<file path="config.mk">
export PLATFORM = sky130hd
export DESIGN_NAME = grass_sprite_drawer
export DESIGN_NICKNAME = d
export VERILOG_FILES = /design/src/rtl/grass_pkg.sv /design/src/rtl/grass_addr_gen.sv /design/src/rtl/grass_sprite_drawer.sv
export SDC_FILE = /design/constraint.sdc
export NUM_CORES = 1
export LEC_CHECK = 0
export CELL_PAD_IN_SITES_DETAIL_PLACEMENT = 1
export CELL_PAD_IN_SITES_GLOBAL_PLACEMENT = 2
export CORE_UTILIZATION = 28
export DETAILED_ROUTE_END_ITERATION = 10
export HOLD_SLACK_MARGIN = 0.12
export PLACE_DENSITY_LB_ADDON = 0.1
export SYNTH_ARGS = -nofsm -noshare
export SYNTH_HDL_FRONTEND = slang
export SYNTH_SLANG_ARGS = --single-unit
</file>
<file path="constraint.sdc">
create_clock -name Clk -period 7.74 [get_ports Clk]
set_input_delay 1.548 -clock Clk [delete_from_list [all_inputs] [get_ports Clk]]
set_output_delay 1.548 -clock Clk [all_outputs]
set_load 0.05 [all_outputs]
</file>
<file path="src/rtl/grass_pkg.sv">
// Shared constants, types and palette for the grass sprite drawer.
// Pixel geometry and the 8-entry 3-bit-index -> 24-bit RGB palette live here.
package grass_pkg;

    localparam int unsigned SPR_W    = 20;
    localparam int unsigned SPR_H    = 20;
    localparam int unsigned SCREEN_W = 640;
    localparam int unsigned SCREEN_H = 480;

    // Width of the horizontal scroll offset (0..SPR_W-1)
    localparam int unsigned OFF_W    = $clog2(SPR_W);

    typedef logic [23:0] rgb_t;
    typedef logic [2:0]  pal_idx_t;

    // Index 0 is transparent; its RGB value is never driven out as grass
    localparam rgb_t PALETTE [0:7] = '{
        24'h000000,
        24'h3A7D22,
        24'h4F9A2E,
        24'h68B83A,
        24'h2C5E1A,
        24'h8FD14F,
        24'h6B4A2B,
        24'h000000
    };

    function automatic rgb_t pal_lookup(input pal_idx_t idx);
        return PALETTE[idx];
    endfunction

endpackage

</file>
<file path="src/rtl/grass_addr_gen.sv">
// Pipeline stage 1: classifies the pixel as in/out of the grass strip and
// registers the tiled sprite read address ty*SPR_W + tx.
module grass_addr_gen
    import grass_pkg::*;
#(
    parameter int unsigned GRASS_Y0 = 400,
    parameter int unsigned GRASS_Y1 = 479
) (
    input  logic             i_clk,
    input  logic             i_rst_n,
    input  logic [9:0]       i_draw_x,
    input  logic [9:0]       i_draw_y,
    input  logic [OFF_W-1:0] i_off,
    output logic [18:0]      o_ram_addr,
    output logic             o_s1_valid
);

    logic             w_in_strip;
    logic [10:0]      w_sum_x;
    logic [9:0]       w_dy;
    logic [OFF_W-1:0] w_tx;
    logic [OFF_W-1:0] w_ty;
    logic [8:0]       w_addr;

    logic [18:0]      r_ram_addr;
    logic             r_s1_valid;

    assign w_in_strip = (i_draw_y >= 10'(GRASS_Y0)) &&
                        (i_draw_y <= 10'(GRASS_Y1)) &&
                        (i_draw_x <= 10'(SCREEN_W - 1));

    // 11-bit sum: 639 + 19 cannot overflow
    assign w_sum_x = {1'b0, i_draw_x} + 11'(i_off);

    // Only meaningful in-strip, where DrawY >= GRASS_Y0 so no underflow
    assign w_dy = i_draw_y - 10'(GRASS_Y0);

    // Constant divisors: reduced to constant-mod logic, no runtime divider
    assign w_tx = OFF_W'(w_sum_x % 11'(SPR_W));
    assign w_ty = OFF_W'(w_dy % 10'(SPR_H));

    assign w_addr = 9'(9'(w_ty) * 9'(SPR_W)) + 9'(w_tx);

    always_ff @(posedge i_clk) begin
        if (!i_rst_n) begin
            r_ram_addr <= '0;
            r_s1_valid <= 1'b0;
        end else begin
            r_ram_addr <= w_in_strip ? 19'(w_addr) : 19'd0;
            r_s1_valid <= w_in_strip;
        end
    end

    assign o_ram_addr = r_ram_addr;
    assign o_s1_valid = r_s1_valid;

endmodule

</file>
<file path="src/rtl/grass_sprite_drawer.sv">
// Tiles the 20x20 grass sprite across a screen strip: address -> RAM -> palette, 3-cycle latency.
// Optional macro GRASS_SWAY_EN enables a frame-driven horizontal scroll of the tile pattern.
module grass_sprite_drawer
    import grass_pkg::*;
#(
    parameter int unsigned GRASS_Y0    = 400,
    parameter int unsigned GRASS_Y1    = 479,
    parameter int unsigned SWAY_PERIOD = 8
) (
    input  logic        Clk,
    input  logic        Reset_n,
    input  logic [9:0]  DrawX,
    input  logic [9:0]  DrawY,
    input  logic        frame_start,
    output logic [18:0] ram_addr,
    input  logic [4:0]  ram_data,
    output logic        is_grass,
    output logic [23:0] grass_rgb,
    output logic        px_valid
);

    logic [OFF_W-1:0] w_off;
    logic             w_s1_valid;

    logic             r_s2_valid;
    logic             r_is_grass;
    rgb_t             r_grass_rgb;
    logic             r_px_valid;

    pal_idx_t         w_idx;
    logic             w_is_grass_d;
    rgb_t             w_rgb_d;

`ifdef GRASS_SWAY_EN
    localparam int unsigned CNT_W = (SWAY_PERIOD > 1) ? $clog2(SWAY_PERIOD) : 1;

    logic [CNT_W-1:0] r_frame_cnt;
    logic [OFF_W-1:0] r_off;

    // The pulse that wraps the frame counter also advances the scroll offset
    always_ff @(posedge Clk) begin
        if (!Reset_n) begin
            r_frame_cnt <= '0;
            r_off       <= '0;
        end else if (frame_start) begin
            if (r_frame_cnt == CNT_W'(SWAY_PERIOD - 1)) begin
                r_frame_cnt <= '0;
                r_off       <= (r_off == OFF_W'(SPR_W - 1)) ? '0 : r_off + 1'b1;
            end else begin
                r_frame_cnt <= r_frame_cnt + 1'b1;
            end
        end
    end

    assign w_off = r_off;

    logic w_unused;
    assign w_unused = ^ram_data[4:3];
`else
    assign w_off = '0;

    logic w_unused;
    assign w_unused = ^{frame_start, ram_data[4:3]};
`endif

    grass_addr_gen #(
        .GRASS_Y0 (GRASS_Y0),
        .GRASS_Y1 (GRASS_Y1)
    ) u_addr_gen (
        .i_clk      (Clk),
        .i_rst_n    (Reset_n),
        .i_draw_x   (DrawX),
        .i_draw_y   (DrawY),
        .i_off      (w_off),
        .o_ram_addr (ram_addr),
        .o_s1_valid (w_s1_valid)
    );

    // Stage 2: valid flag tracks the RAM's registered read
    always_ff @(posedge Clk) begin
        if (!Reset_n) begin
            r_s2_valid <= 1'b0;
        end else begin
            r_s2_valid <= w_s1_valid;
        end
    end

    assign w_idx        = pal_idx_t'(ram_data[2:0]);
    assign w_is_grass_d = r_s2_valid && (w_idx != 3'd0);
    assign w_rgb_d      = w_is_grass_d ? pal_lookup(w_idx) : 24'h000000;

    always_ff @(posedge Clk) begin
        if (!Reset_n) begin
            r_is_grass  <= 1'b0;
            r_grass_rgb <= '0;
            r_px_valid  <= 1'b0;
        end else begin
            r_is_grass  <= w_is_grass_d;
            r_grass_rgb <= w_rgb_d;
            r_px_valid  <= r_s2_valid;
        end
    end

    assign is_grass  = r_is_grass;
    assign grass_rgb = r_grass_rgb;
    assign px_valid  = r_px_valid;

endmodule
</file>
# Word-level counts from Yosys, hierarchy flattened
# Memories as Yosys holds them, arrays and structs flattened. A register that Yosys moved wholly into a read port is not among the register bits.
# Cells that the tools add are included.
# word_totals
register_bits	23
rom_bits	192
input_bits	28
out_inout_bits	45
wordCells	23
mem_count	1
# classes
n_addsub	2
n_mul	1
div	2
n_lt_le_gt_ge	3
bitwise	1
n_reduce_logical	7
# memory_table
name	words	word_bits	read_ports	rd_ports_with_merged_regs	write_ports	line_no	rtl
(no name shown)	8	24	1	1	0	grass_pkg.sv:29	return PALETTE[idx];
# ops
op	n
modulo 10 x 5 -> 11 bit (second input constant)	1
greater-or-equal comparator 10 x 9 -> 1 bit (second input constant)	1
less-or-equal comparator 10 bit (second input constant)	1
less-or-equal comparator 10 x 9 -> 1 bit (second input constant)	1
modulo 10 x 5 -> 10 bit (second input constant)	1
subtractor 10 x 9 -> 10 bit (second input constant)	1
adder 9 x 5 -> 9 bit	1
multiplier 5 x 3 -> 7 bit (second input constant)	1
inverter 3 -> 4 bit	1
AND reduction 2 bit	2
logical AND 1 bit	3
nonzero test 3 bit	1
logical NOT 1 bit	1

# Depth between registers and ports, before layout
# logic_depth
word_depth	4
depth_mapped	26
mapped_depth_nobuf	22

# Modules after synthesis
# From an unflattened synthesis, not the netlist that was laid out.
# hier_totals
cells_unflattened	395
area_unflattened_um2	3134.3
# by_module_without_submodules
mod	n_inst	cells_per_inst	area_each_um2	seq_area_each_um2
grass_addr_gen	1	314	2277.2	200.2
grass_sprite_drawer	1	81	857.1	480.5

# Worst setup path before layout
# No wires, ideal clock.
# synth_timing
kind	input-to-reg
from	in DrawY[4]
to	reg u_addr_gen.r_ram_addr[8], in the netlist u_addr_gen.o_ram_addr[8]
setup_ns	0.119
arrival_time_ns	6.359
required_ns	7.621
path_slack_ns	1.262
cell_stages	24
path_buffers	4
path_cell_list	clkbuf_1 -> inv_1 -> ha_1 -> buf_2 -> o221a_2 -> o31ai_1 -> and2_1 -> buf_6 -> a21oi_1 -> a22oi_1 -> buf_2 -> nor2_1 -> a221o_1 -> a311o_1 -> ha_1 -> ha_1 -> fa_1 -> nand3_1 -> nor2_1 -> a31oi_1 -> o21ai_0 -> a221oi_1 -> nand2b_1 -> mux2i_1
# synth_via
elab_chain_len	4
word_cells_on_any_way	9
cone_classes	add/sub (2); mul (1); div (1); order compare (2); reduce/logical (3)
# synth_rtl
item	line_no	rtl
start: declaration	grass_sprite_drawer.sv:13	input logic [9:0] DrawY,
subtractor 10 x 9 -> 10 bit, or another cell as far along	grass_addr_gen.sv:36	assign w_dy = i_draw_y - 10'(GRASS_Y0);
modulo 10 x 5 -> 10 bit / logical AND 1 bit (equally long branches)	grass_addr_gen.sv:40, grass_addr_gen.sv:28	
multiplier 5 x 3 -> 7 bit / logical AND 1 bit (equally long branches)	grass_addr_gen.sv:42, grass_addr_gen.sv:29	
adder 9 x 5 -> 9 bit / AND reduction 2 bit (equally long branches)	n/a	
end signal: assignment	grass_addr_gen.sv:49	r_ram_addr <= w_in_strip ? 19'(w_addr) : 19'd0;
end: declaration	grass_addr_gen.sv:25	logic [18:0] r_ram_addr;
# Several ways; a longest one is shown, not always the timed one.
# A chain may end at the register's enable or synchronous reset.

# Worst setup path in the final report
# Ends and elaborated chain as after synthesis.

==> summary.md <==
| Metric | Value |
|---|---|
| Cell taking the most area after synthesis | dfxtp_1 |
| Clk sinks | 34 |
| CTS Buf Count | 5 |
| Overflow after GRT | 0 |
| CTS Hold Bufs | 0 |
| Worst vdd ir | 62.4 uV |
| Area growth, synth to finish | 23.7% |
| FFs w/ async S/R, synth | 0 |
| Min Tclk post-route | 7040 ps |
| Footprint of the multi-input gates | approximately 0.0021 mm2 |
| Synth Area in Simple Gates | 0.257 |
| Post-CTS Resized | 0 |
| Crit-path max cell delay | roughly 530 ps |
| FP Rows | 37 |
| Vias | between 2,000 and 3,000 |
| Hold endpoint | r_s2_valid |
| WS Path Type | input port to flip-flop |
| Max cap viols | 0 |
| Status | completed |
| Pins Over Slew Limit | 0 |
| Post-CTS setup repair buffer count | 0 |
| 1st-iter DRT viols | 91 |
| Synth Area in Compound Gates | 0.284 |
| Reg-to-reg endpoint | grass_rgb[5] |
| Initial antenna violation count | 0 |
| Worst-Skew Late Latency | about 280 ps |
| Syn Area/Cell | approximately 7.7 um2 |
| RSZ-0062 raised after global routing | false |
| Core Area | approximately 0.010 mm2 |
| Cells along the critical path | clkdlybuf4s50_1 > inv_1 > ha_1 > nor2b_1 > a2111oi_4 > a21oi_2 > and2_1 > a21oi_1 > a22oi_1 > nor2_1 > a221o_1 > a311o_1 > ha_1 > ha_1 > fa_1 > nand3_1 > nor2_1 > a31oi_1 > o21ai_0 > a221oi_1 > nand2b_1 > mux2i_1 |
| Synth Flop Type | dfxtp_1 |
| Die H | about 110 um |
| Largest net degree at the start of global routing | 23 |
| Final Hold Violating Endpoints | 0 |
| H-tree depth | 2 |
| Setup crit end kind | flip-flop |
| Register Area | about 680 um2 |
| Syn. warnings | 0 |
| Cell area after synthesis | roughly 0.0030 mm2 |
| Global-route wire length before repair | 13,800 um |
| Fillers | roughly 1,300 |
| WHS Path Cells | 1 |
| Relative slew margins | 0.413 |
| DR pass1 iterations | 4 |
| Synth unique cells | 73 |
| Part of the cycle the worst path needs | 0.910 |
| Routed wire length per instance | ~14 um |
| Vias in the first global route | about 2,800 |
| Initial Util | 0.290 |
| GRT Overall Usage | 0.149 |
| Root buf cell | clkbuf_8 |
| Post-Synth Adder-Cell Area | 0.0883 |
| TNS Setup | 0 ps |
| Most frequent CP cell | ha_1 |
| Worst-path clk slew | approximately 60 ps |
| Startpoint types | input port |
| Cells after Synth | 389 |
| Slowest cell on crit path | ha_1 |
| Static leakage | roughly 1.5 nW |
| Worst Hold Class | flip-flop to flip-flop |
| PD cells | between 150 and 200 mW/mm2 |
| Non-Filler Instances | 569 |
| Post-Place Cells | 561 |
| Commonest non-fill, non-tap cell in the layout | clkdlybuf4s50_1 |
| Final WL | 8230 um |
| Endpoints failing setup | 0 |
| Final setup skew | between 4 and 5 ps |
| Final ANT Viol Nets | 0 |
| CP arrival | 7210 ps |
| Final net count | 480 |
| Yosys top cell area share | 0.227 |
| Worst Path Required | 7910 ps |
| Synth Register Bits | 34 |
| Die Footprint | between 0.01 and 0.015 mm2 |
| Main combinational cell family by area after synthesis | compound AO/OA/AOI/OAI gates |
| Sequential fraction of the synthesis area | 0.227 |
| Vias per cell | roughly 5.1 |
| Post-synthesis xor/xnor area fraction | 0.0292 |
| Diode count | 0 |
| Most frequent cells in the layout | 58 x clkdlybuf4s50_1, 38 x nand2_1, 34 x dfxtp_1 |
| DR DRC count | 0 |
| Fraction of layout instances using a drive strength above 1 | 0.0647 |
| Worst-Margin Slew | ~900 ps |
| Hold Startpoint | u_addr_gen.o_s1_valid |
| Dpl hpwl | 6330 um |
| Reg2reg setup slack | between 6000 and 7000 ps |
| Num ports | 73 |
| Area contributors post-synth | dfxtp_1 23%, ha_1 7.5%, a21oi_1 5.0% |
| Number of enable flip-flop cells after synthesis | 0 |
| RePlAce Congestion | between 0.7 and 0.8 |
| Critical R2R Launch | r_s2_valid |
| Max frequency | approximately 140 MHz |
| CTS Buffer Depth | 2 |
| Port bufs | 58 |
| Worst R2R Path Depth | 4 |
| CTS tree | built |
| Die Width | ~110 um |
| CP Max Fanout | 12 |
| Post-synthesis mux area share | 0.0237 |
synth_stat cells (6+ instances only):
master,number
ha_1,18
clkbuf_1,16
nand3_1,8
a21oi_1,30
nor3_1,11
buf_4,14
mux2i_1,6
dfxtp_1,34
buf_2,6
nand2_1,38
nor2b_1,8
and2_1,15
inv_1,13
xnor2_1,8
a211oi_1,6
nand2b_1,12
nor2_1,26
o21ai_0,21
and3_1,6
where the power goes:
group	leakage [nW]	switching [mW]	internal, mW
Sequential	0.274	0.000426	0.177
Combinational	1.15	0.156	0.103
Clock	0.0482	0.0596	0.0716
flip-flops by register name, summed over array words and instances, names as in the netlist:
signal and count:
r_s2_valid 1, grass_rgb 21, is_grass 1, u_addr_gen.o_s1_valid 1, u_addr_gen.o_ram_addr 9, px_valid 1
kinds of logic (layout without fill, tap and decap cells):
| family | count (synthesis) | count (layout) |
|---|---|---|
| AND/OR/NAND/NOR | 147 | 147 |
| AO/OA/AOI/OAI | 118 | 118 |
| buffers and inverters | 52 | 86 |
| flip-flops | 34 | 34 |
| adder cells (fa/ha/maj) | 20 | 20 |
| XOR/XNOR | 10 | 10 |
| multiplexers | 7 | 7 |
| other | 1 | 11 |
worst max-delay path by stage:
stage	start	to	slack, ps	cells past startpoint
2_1_floorplan	DrawY[4]	u_addr_gen.o_ram_addr[8]	1260	24
3_3_place_gp	DrawY[4]	u_addr_gen.o_ram_addr[8]	420	23
3_5_place_dp	DrawY[4]	u_addr_gen.o_ram_addr[8]	390	23
4_1_cts	DrawY[4]	u_addr_gen.o_ram_addr[8]	690	23
5_1_grt	DrawY[4]	u_addr_gen.o_ram_addr[8]	230	23
6_report	DrawY[4]	u_addr_gen.o_ram_addr[8]	700	22
layer usage:
layer / global-route usage / up-vias / wire, um
li1: - / 1478 / -
met1: 0.210 / 1373 / 4220
met2: 0.245 / 62 / 3640
met3: 0.0179 / 6 / 298
met4: 0.0268 / 0 / 65
met5: 0 / - / 0
through the flow:
step | setup WS (ps) | hold slack (ps) | utilization | area [um2] | power, mW
floorplan | 1260 | 412 | - | 3040 | 0.380
global placement | 424 | 425 | 0.349 | 3620 | 0.434
detailed placement | 389 | 439 | 0.349 | 3620 | 0.440
finish | 698 | 445 | 0.358 | 3710 | 0.568
CTS | 689 | 451 | 0.358 | 3710 | 0.574
global route | 226 | 474 | 0.358 | 3710 | 0.612
cell type report:
type,count,area share
Multi-Input combinational cell,313,0.563
Timing Repair Buffer,65,0.170
Inverter,13,0.0131
Clock buffer,7,0.0232
Clock inverter,1,0.00135
Sequential cell,34,0.183
Tap cell,136,0.0458
worst max-delay path: cells and delay by family:
family / cells / cell delay (ps)
buffers and inverters: 2 / 630
and+or+nand+nor: 6 / 1260
AOI/OAI and AO/OA: 9 / 2140
adders and majority gates: 4 / 1540
muxes: 1 / 60
No activity file was read; power rests on OpenSTA's default activity.
